File: src/rtl/hazard_ctrl.sv
`default_nettype none
// ============================================================================
//  Module      : hazard_ctrl
//  Description : Pipeline hazard controller. Each cycle it picks Stall or NOP
//                for the ID/EX bubble mux and drives PC write-enable, IF/ID
//                write/flush and the back-end freeze. It covers load-use,
//                EX-resolved redirects, instruction-memory wait and data-memory
//                wait. It also remembers a wrong-path fetch that is still in
//                flight across an instruction-memory wait.
//                Optional performance counters are built when the macro
//                HAZARD_PERF_CNT_EN is defined. Otherwise they read as zero.
//  Revision    : 1.0 - initial release
// ============================================================================
module hazard_ctrl #(
    parameter int CNT_W = 32
) (
    input  logic             clk,
    input  logic             rst_n,
    input  logic             IDEX_MemRead,
    input  logic [4:0]       IDEX_rd,
    input  logic [4:0]       IFID_rs1,
    input  logic [4:0]       IFID_rs2,
    input  logic             IFID_use_rs1,
    input  logic             IFID_use_rs2,
    input  logic             EX_redirect,
    input  logic             IM_stall,
    input  logic             DM_stall,
    output logic             Stall,
    output logic             NOP,
    output logic             PC_write,
    output logic             IFID_write,
    output logic             IFID_flush,
    output logic             pipe_hold,
    output logic [CNT_W-1:0] stall_cycles,
    output logic [CNT_W-1:0] flush_count
);

    localparam logic [1:0] S_RUN   = 2'd0;
    localparam logic [1:0] S_IWAIT = 2'd1;
    localparam logic [1:0] S_DWAIT = 2'd2;

    logic [1:0] r_state;
    logic [1:0] w_nextState;
    logic       r_killPend;
    logic       w_nextKill;
    logic       w_loadUse;
    logic       w_killExit;
    logic       w_redirAccept;

    // Load in EX whose destination feeds the ID instruction. x0 is never a hazard.
    assign w_loadUse = IDEX_MemRead && (IDEX_rd != 5'd0) &&
                       ((IFID_use_rs1 && (IFID_rs1 == IDEX_rd)) ||
                        (IFID_use_rs2 && (IFID_rs2 == IDEX_rd)));

    // A pending wrong-path fetch only exists while waiting. It is discarded on the
    // first cycle the fetch is back, provided nothing of higher priority intervenes.
    assign w_killExit = r_killPend && (r_state != S_RUN);

    // A redirect only counts when the back end is not frozen. While EX is held,
    // the same redirect is seen again after the release.
    assign w_redirAccept = EX_redirect && !DM_stall;

    // State and wrong-path flag registers
    always_ff @(posedge clk or negedge rst_n) begin
        if (!rst_n) begin
            r_state    <= S_RUN;
            r_killPend <= 1'b0;
        end else begin
            r_state    <= w_nextState;
            r_killPend <= w_nextKill;
        end
    end

    // Next-state and control outputs by priority: DM wait > redirect > IM wait > load-use
    always_comb begin
        w_nextState = S_RUN;
        w_nextKill  = r_killPend;
        Stall       = 1'b0;
        NOP         = 1'b0;
        PC_write    = 1'b1;
        IFID_write  = 1'b1;
        IFID_flush  = 1'b0;
        pipe_hold   = 1'b0;

        if (!rst_n) begin
            PC_write    = 1'b0;
            IFID_write  = 1'b0;
            IFID_flush  = 1'b1;
            NOP         = 1'b1;
            w_nextKill  = 1'b0;
        end else if (DM_stall) begin
            w_nextState = S_DWAIT;
            pipe_hold   = 1'b1;
            PC_write    = 1'b0;
            IFID_write  = 1'b0;
        end else if (EX_redirect) begin
            NOP         = 1'b1;
            IFID_flush  = 1'b1;
            if (IM_stall) begin
                // The fetch now in flight belongs to the wrong path.
                w_nextKill  = 1'b1;
                w_nextState = S_IWAIT;
            end else begin
                w_nextKill  = 1'b0;
            end
        end else if (IM_stall) begin
            // Hold PC and IF/ID. The bubble stops the ID instruction from issuing twice.
            w_nextState = S_IWAIT;
            Stall       = 1'b1;
            PC_write    = 1'b0;
            IFID_write  = 1'b0;
        end else if (w_killExit) begin
            // The returning instruction is from the wrong path, so it is dropped.
            NOP         = 1'b1;
            IFID_flush  = 1'b1;
            w_nextKill  = 1'b0;
        end else if (w_loadUse) begin
            Stall       = 1'b1;
            PC_write    = 1'b0;
            IFID_write  = 1'b0;
        end
    end

`ifdef HAZARD_PERF_CNT_EN
    localparam logic [CNT_W-1:0] c_ONE = {{(CNT_W-1){1'b0}}, 1'b1};

    logic [CNT_W-1:0] r_stallCycles;
    logic [CNT_W-1:0] r_flushCount;

    // Saturating performance counters
    always_ff @(posedge clk or negedge rst_n) begin
        if (!rst_n) begin
            r_stallCycles <= '0;
            r_flushCount  <= '0;
        end else begin
            if ((Stall || pipe_hold) && (r_stallCycles != {CNT_W{1'b1}}))
                r_stallCycles <= r_stallCycles + c_ONE;
            if (w_redirAccept && (r_flushCount != {CNT_W{1'b1}}))
                r_flushCount <= r_flushCount + c_ONE;
        end
    end

    assign stall_cycles = r_stallCycles;
    assign flush_count  = r_flushCount;
`else
    logic w_unusedRedir;
    assign w_unusedRedir = w_redirAccept;
    assign stall_cycles  = '0;
    assign flush_count   = '0;
`endif

endmodule
`default_nettype wire

File: config.mk
export PLATFORM = sky130hd
export DESIGN_NAME = hazard_ctrl
export DESIGN_NICKNAME = d
export VERILOG_FILES = /design/src/rtl/hazard_ctrl.sv
export SDC_FILE = /design/constraint.sdc
export NUM_CORES = 1
export LEC_CHECK = 0
export CAP_MARGIN = 20
export CORE_MARGIN = 4
export CORE_UTILIZATION = 24
export CTS_CLUSTER_DIAMETER = 40
export DETAILED_ROUTE_END_ITERATION = 16
export GPL_ROUTABILITY_DRIVEN = 1
export PLACE_DENSITY = 0.84
export SYNTH_ARGS = -nofsm -noshare
export SYNTH_HDL_FRONTEND = slang
export SYNTH_SLANG_ARGS = --single-unit
File: constraint.sdc
create_clock -name clk -period 1.4 [get_ports clk]
set_input_delay 0.28 -clock clk [delete_from_list [all_inputs] [get_ports clk]]
set_output_delay 0.28 -clock clk [all_outputs]
set_load 0.01 [all_outputs]
==> results.ini, run 1 <==
[run_status]
status=finished, violations left
violations=negative setup slack

[logic_synthesis]
synth_area_um2=792.0
synth.distinct_cells=19
async_flop_share=1.000
synthFlopType=dfrtp_1
synth_top_cell_area_share=0.6256
synth_seq_cells=3
synth_edf_count=0
yosys-top-cells-count=buf_4 (66), xnor2_1 (10), dfrtp_1 (3), o21ai_0 (3)
yosysMostFrequentCell=buf_4
seq_area_frac_synth=0.09479
yosysWarnings=0
synth_area_leader_cell=buf_4
synth_area_leaders=buf_4 (63%), xnor2_1 (11%), dfrtp_1 (9.5%)
syn_area_per_cell_um2=7.765
syn_inst=102

[die]
start_util=0.2552
die_x_um=65.45
fp-row-count=20
die_h_um=65.45
ioPinCount=93
core_area_mm2=0.003103
die_area_mm2=0.004283

[setup_path]
cp-end-kind=output pin
worstPathArrival_ns=1.42
crit_family=simple AND/OR/NAND/NOR gates
crit_top_cell=buf_6
critPathSlowestCell=or4_4
worstPathMaxFanout=2
cp-start-kind=input port
critPathKind=in2out
r2r_slack_ns=0.33
path_cells=buf_6, or4_4, nor2_4, nor4b_4, a31o_2, buf_6
critical_path.max_stage_delay_ns=0.53
critPathBufInv=2
worstPathRequired_ns=1.12

[grt]
grt_first_pass_wirelength_um=2063
grt_use_total=0.06455
grt.overflow.total=0
use_met3=0.01026
met1_usage=0.05464
use_met2=0.1277
antenna_found_initial=0
busiest_layer=met2
grt_max_degree=5
first_global_vias=478

[route]
drt_iter0_markers=4
finalWirelength_um=1638
final_antenna_net_count=0
first_pass_iters=2
wl_per_cell_um=8.951
drc_errors=0
vias=582
viasPerCell=3.180

[clocking]
cts_buffers=3
htree_num_levels=1
cts_sinks=3
clkLatencyLatePin_ns=0.23
cts_tree=yes
path_clk_slew_ns=0.04
clockBufferDepth=2
ctsHoldBuffers=0
cts_root_buffer=clkbuf_4

[final_layout]
fin_util=0.3097
antenna_cells=0
nets=163
drive_above_1_share=0.2230
areaGrowthSynthToFinish_pct=21.33
fillers=352

[timing]
tns_ns=-1.079
setup_viol=5
rsz0062_at_grt=yes
fin_crit_sh=1.213
hold_violations=0
final.setup_skew_ns=0.002305
postLayoutSetupSlackWorst_ns=-0.2979
hold_ws_ns=0.1728
drv_slew=0
max_freq_ghz=0.5890
fin_crit_ns=1.698

[power]
p_total_w=0.0004798
power.density_mw_per_mm2=499.3
ir_drop_v=0.0001194
power_leakage_nw=0.5210

[worst_hold_path]
hold_class=in2async

[place]
post-place-ws_ns=-1.069
portBuffers=28
place_congestion=0.7346
dp_hpwl_um=1433

[flow_run]
maxCapViolCount=0

## final cells by class
| class | instances | area (um^2) | area share |
|---|---|---|---|
| flip-flops and latches | 3 | 75.07 | 0.07812 |
| multi-input cells | 94 | 498.0 | 0.5182 |
| well taps | 44 | 55.05 | 0.05729 |
| repair buffers | 36 | 299.0 | 0.3112 |
| inverters | 2 | 7.507 | 0.007812 |
| clock buffers | 4 | 26.28 | 0.02734 |
## tightest hold or removal path, cell delays in order
cell,delay [ns]
dlygate4sd2_1,0.22
buf_6,0.11
buf_4,0.11
## flip-flops by register name, summed over array words and instances (netlist names)
signal,flops
r_state,2
r_killPend,1
## layer usage
metal / vias up / wire length (um) / share of wire
met4: 0 / 39 / 0.024
met5: - / 0 / 0
met1: 261 / 420 / 0.26
li1: 269 / - / -
met3: 4 / 222 / 0.14
met2: 48 / 956 / 0.58
## timing repair
action / CTS / global route
resized for setup: 65 / 3
setup endpoints to repair: 6 / 6
pin swaps: 20 / 3
buffers inserted: 1 / 0
## cells by family (layout without fill, tap and decap cells)
logic type | count (synthesis) | after routing | synth area share
flops | 3 | 3 | 0.09478
compound gates | 8 | 8 | 0.06004
other cells | 1 | 64 | 0.004735
buf+inv | 68 | 42 | 0.6351
simple gates | 12 | 12 | 0.09480
xor+xnor | 10 | 10 | 0.1106
## cells in the final DEF, fill, tap and decap left out
cell,n
o21ai_2,1
nor2_4,1
o22ai_2,1
a31o_2,1
o21a_2,1
nor4b_4,1
nand4b_1,1
nor3b_1,1
or4_4,1
buf_4,7
nand2_1,2
and2_1,2
conb_1,64
nand4_1,2
clkbuf_1,1
dfrtp_1,3
buf_6,4
dlymetal6s2s_1,1
a21oi_2,2
dlygate4sd2_1,13
clkbuf_4,3
buf_2,7
xnor2_1,10
nor2b_2,1
inv_1,2
clkdlybuf4s50_1,4
o21ai_0,2
## path summary, 6_finish.rpt
kind                            startpoint         end  cells past startpoint
worst max-delay path            IDEX_rd[2]       Stall                      6
worst min-delay path                 rst_n  r_killPend                      3
worst max register to register  r_state[1]  r_killPend                      4
worst min register to register  r_killPend  r_killPend                      2
max in group asynchronous            rst_n  r_state[1]                      3
min in group clk                  DM_stall  r_state[1]                      2
## where the power goes
part,internal [W],total [W],leakage (nW),switching (W)
clock,0.000107,0.000151,0.0150,0.0000443
combinational,0.0000947,0.000236,0.466,0.000142
sequential,0.0000911,0.0000925,0.0399,0.00000133
total,0.000293,0.000480,0.521,0.000187
## through the flow
| step | cell area, um^2 | std cells |
|---|---|---|
| after global placement | 930.9 | 178 |
| after floorplan | 1039 | 165 |
| after detailed placement | 930.9 | 178 |
| after global routing | 960.9 | 183 |
| after CTS | 950.9 | 183 |
| final | 960.9 | 183 |
(Power assumes the default switching activity.)
==> run 2: changes to the inputs <==
--- a/config.mk
+++ b/config.mk
@@ -6,7 +6,6 @@
 export NUM_CORES = 1
 export LEC_CHECK = 0
 export CAP_MARGIN = 20
-export CORE_MARGIN = 4
 export CORE_UTILIZATION = 24
 export CTS_CLUSTER_DIAMETER = 40
 export DETAILED_ROUTE_END_ITERATION = 16
==> results.ini, run 2 (same netlist as run 1, synthesis figures left out) <==
[timing]
fin_crit_ns=1.719
max_freq_ghz=0.5818
tns_ns=-1.463
hold_violations=0
final.setup_skew_ns=0.0003655
fin_crit_sh=1.228
rsz0062_at_grt=yes
setup_viol=5
postLayoutSetupSlackWorst_ns=-0.3189
drv_slew=0

[setup_path]
r2r_slack_ns=0.05
critPathSlowestCell=or4_4
cp-start-kind=input port
crit_top_cell=buf_6
cp-end-kind=output pin
worstPathMaxFanout=2
critPathKind=in2out
reg2regPathDepth=7
worstPathRequired_ns=1.12
path_cells=buf_6, or4_4, nor2_4, nor4b_4, a31o_2, buf_6
worstPathArrival_ns=1.44
critical_path.max_stage_delay_ns=0.54

[power]
power.density_mw_per_mm2=497.5
power_switching_w=0.0001881
combPwrFrac=0.486
power_leakage_nw=0.5103
seqPwrFrac=0.192
p_clk_frac=0.322
internal_power_w=0.0002930
ir_drop_v=0.0001070
switching_share=0.3910

[place]
place_congestion=0.6937
portBuffers=28
post-place-ws_ns=-1.121
dp_hpwl_um=1144

[final_layout]
largest_reg_flops=2
antenna_cells=0
final_common_cell=conb_1
final_cell_mix=conb_1 (64), dlygate4sd2_1 (13), xnor2_1 (10)
multi_input_area_um2=496.7
largest-register=r_state
fillers=339
fin_util=0.3117
areaGrowthSynthToFinish_pct=22.12
nets=163
drive_above_1_share=0.2230
reg_top3=r_state (2), r_killPend (1)
regArea_um2=75.07

[route]
drt_iter0_markers=6
wl_per_cell_um=7.224
finalWirelength_um=1322
first_pass_iters=2
viasPerCell=3.137
drc_errors=0
final_antenna_net_count=0
vias=574

[grt]
grt_use_total=0.06809
antenna_found_initial=0
first_global_vias=463
grt_first_pass_wirelength_um=1821
grt.overflow.total=0
grt_max_degree=6

[clocking]
cts_sinks=3
cts_root_buffer=clkbuf_4
clockBufferDepth=2
cts_buffers=3
clkLatencyLatePin_ns=0.24
htree_num_levels=1
cts_tree=yes
path_clk_slew_ns=0.04

[die]
start_util=0.2552
ioPinCount=93
core_area_mm2=0.003103
fp-row-count=20
die_area_mm2=0.003534
die_x_um=59.45
die_h_um=59.45

[worst_hold_path]
hold_class=in2async

[run_status]
status=finished, violations left
violations=negative setup slack

[flow_run]
maxCapViolCount=0

==> run 2: timing repair <==
| item | CTS | global route |
|---|---|---|
| hold buffers | 0 | 0 |
| pin swaps | 20 | 4 |
| endpoints found under the setup margin | 6 | 5 |
| cloned | 0 | 0 |
| buffers inserted | 2 | 1 |
| gates resized for setup | 67 | 2 |
==> run 2: critical path, delay by kind of cell <==
family	cells	cell delay, ns
AOI/OAI and AO/OA	1	0.21
buffers and inverters	2	0.21
and+or+nand+nor	3	0.74
==> run 2: power groups by stage <==
stage / Clock (W) / Sequential (W) / Combinational (W)
after global routing: 0.000162 / 0.0000928 / 0.000260
final: 0.000155 / 0.0000924 / 0.000234
after global placement: 0 / 0.0000934 / 0.000234
after floorplan: 0 / 0.0000932 / 0.000264
after CTS: 0.000159 / 0.0000926 / 0.000231
after detailed placement: 0 / 0.0000937 / 0.000237
==> run 2: final timing paths <==
kind / startpoint / endpoint
hold / removal: rst_n / r_killPend
setup / recovery: IDEX_rd[3] / Stall
hold reg to reg: r_killPend / r_killPend
setup reg to reg: r_state[1] / r_killPend
min in group clk: rst_n / r_killPend
max in group asynchronous: rst_n / r_state[1]
==> run 2: metrics by stage <==
step	hold slack (ns)	area [um^2]	power, W	std cells
after floorplan	-0.01559	1039	0.0003571	165
after global placement	0.5359	915.9	0.0003272	176
after detailed placement	0.5438	915.9	0.0003305	176
after CTS	0.09497	955.9	0.0004825	182
after global routing	0.1146	967.2	0.0005150	183
final	0.1017	967.2	0.0004812	183
==> run 2: final cells by class <==
cell class                 count  share of cell area
multi-input combinational     94              0.5136
clock buffer                   4             0.02717
tap                           44             0.05692
inverter                       2            0.007762
timing repair buffer          36              0.3169
sequential                     3             0.07762
==> run 2: metal layers <==
layer,vias up,track usage,share of wire
met5,-,0,0
met4,0,0.04082,0.019
met3,4,0.006550,0.094
met2,49,0.1429,0.58
met1,252,0.06013,0.30
li1,269,-,-
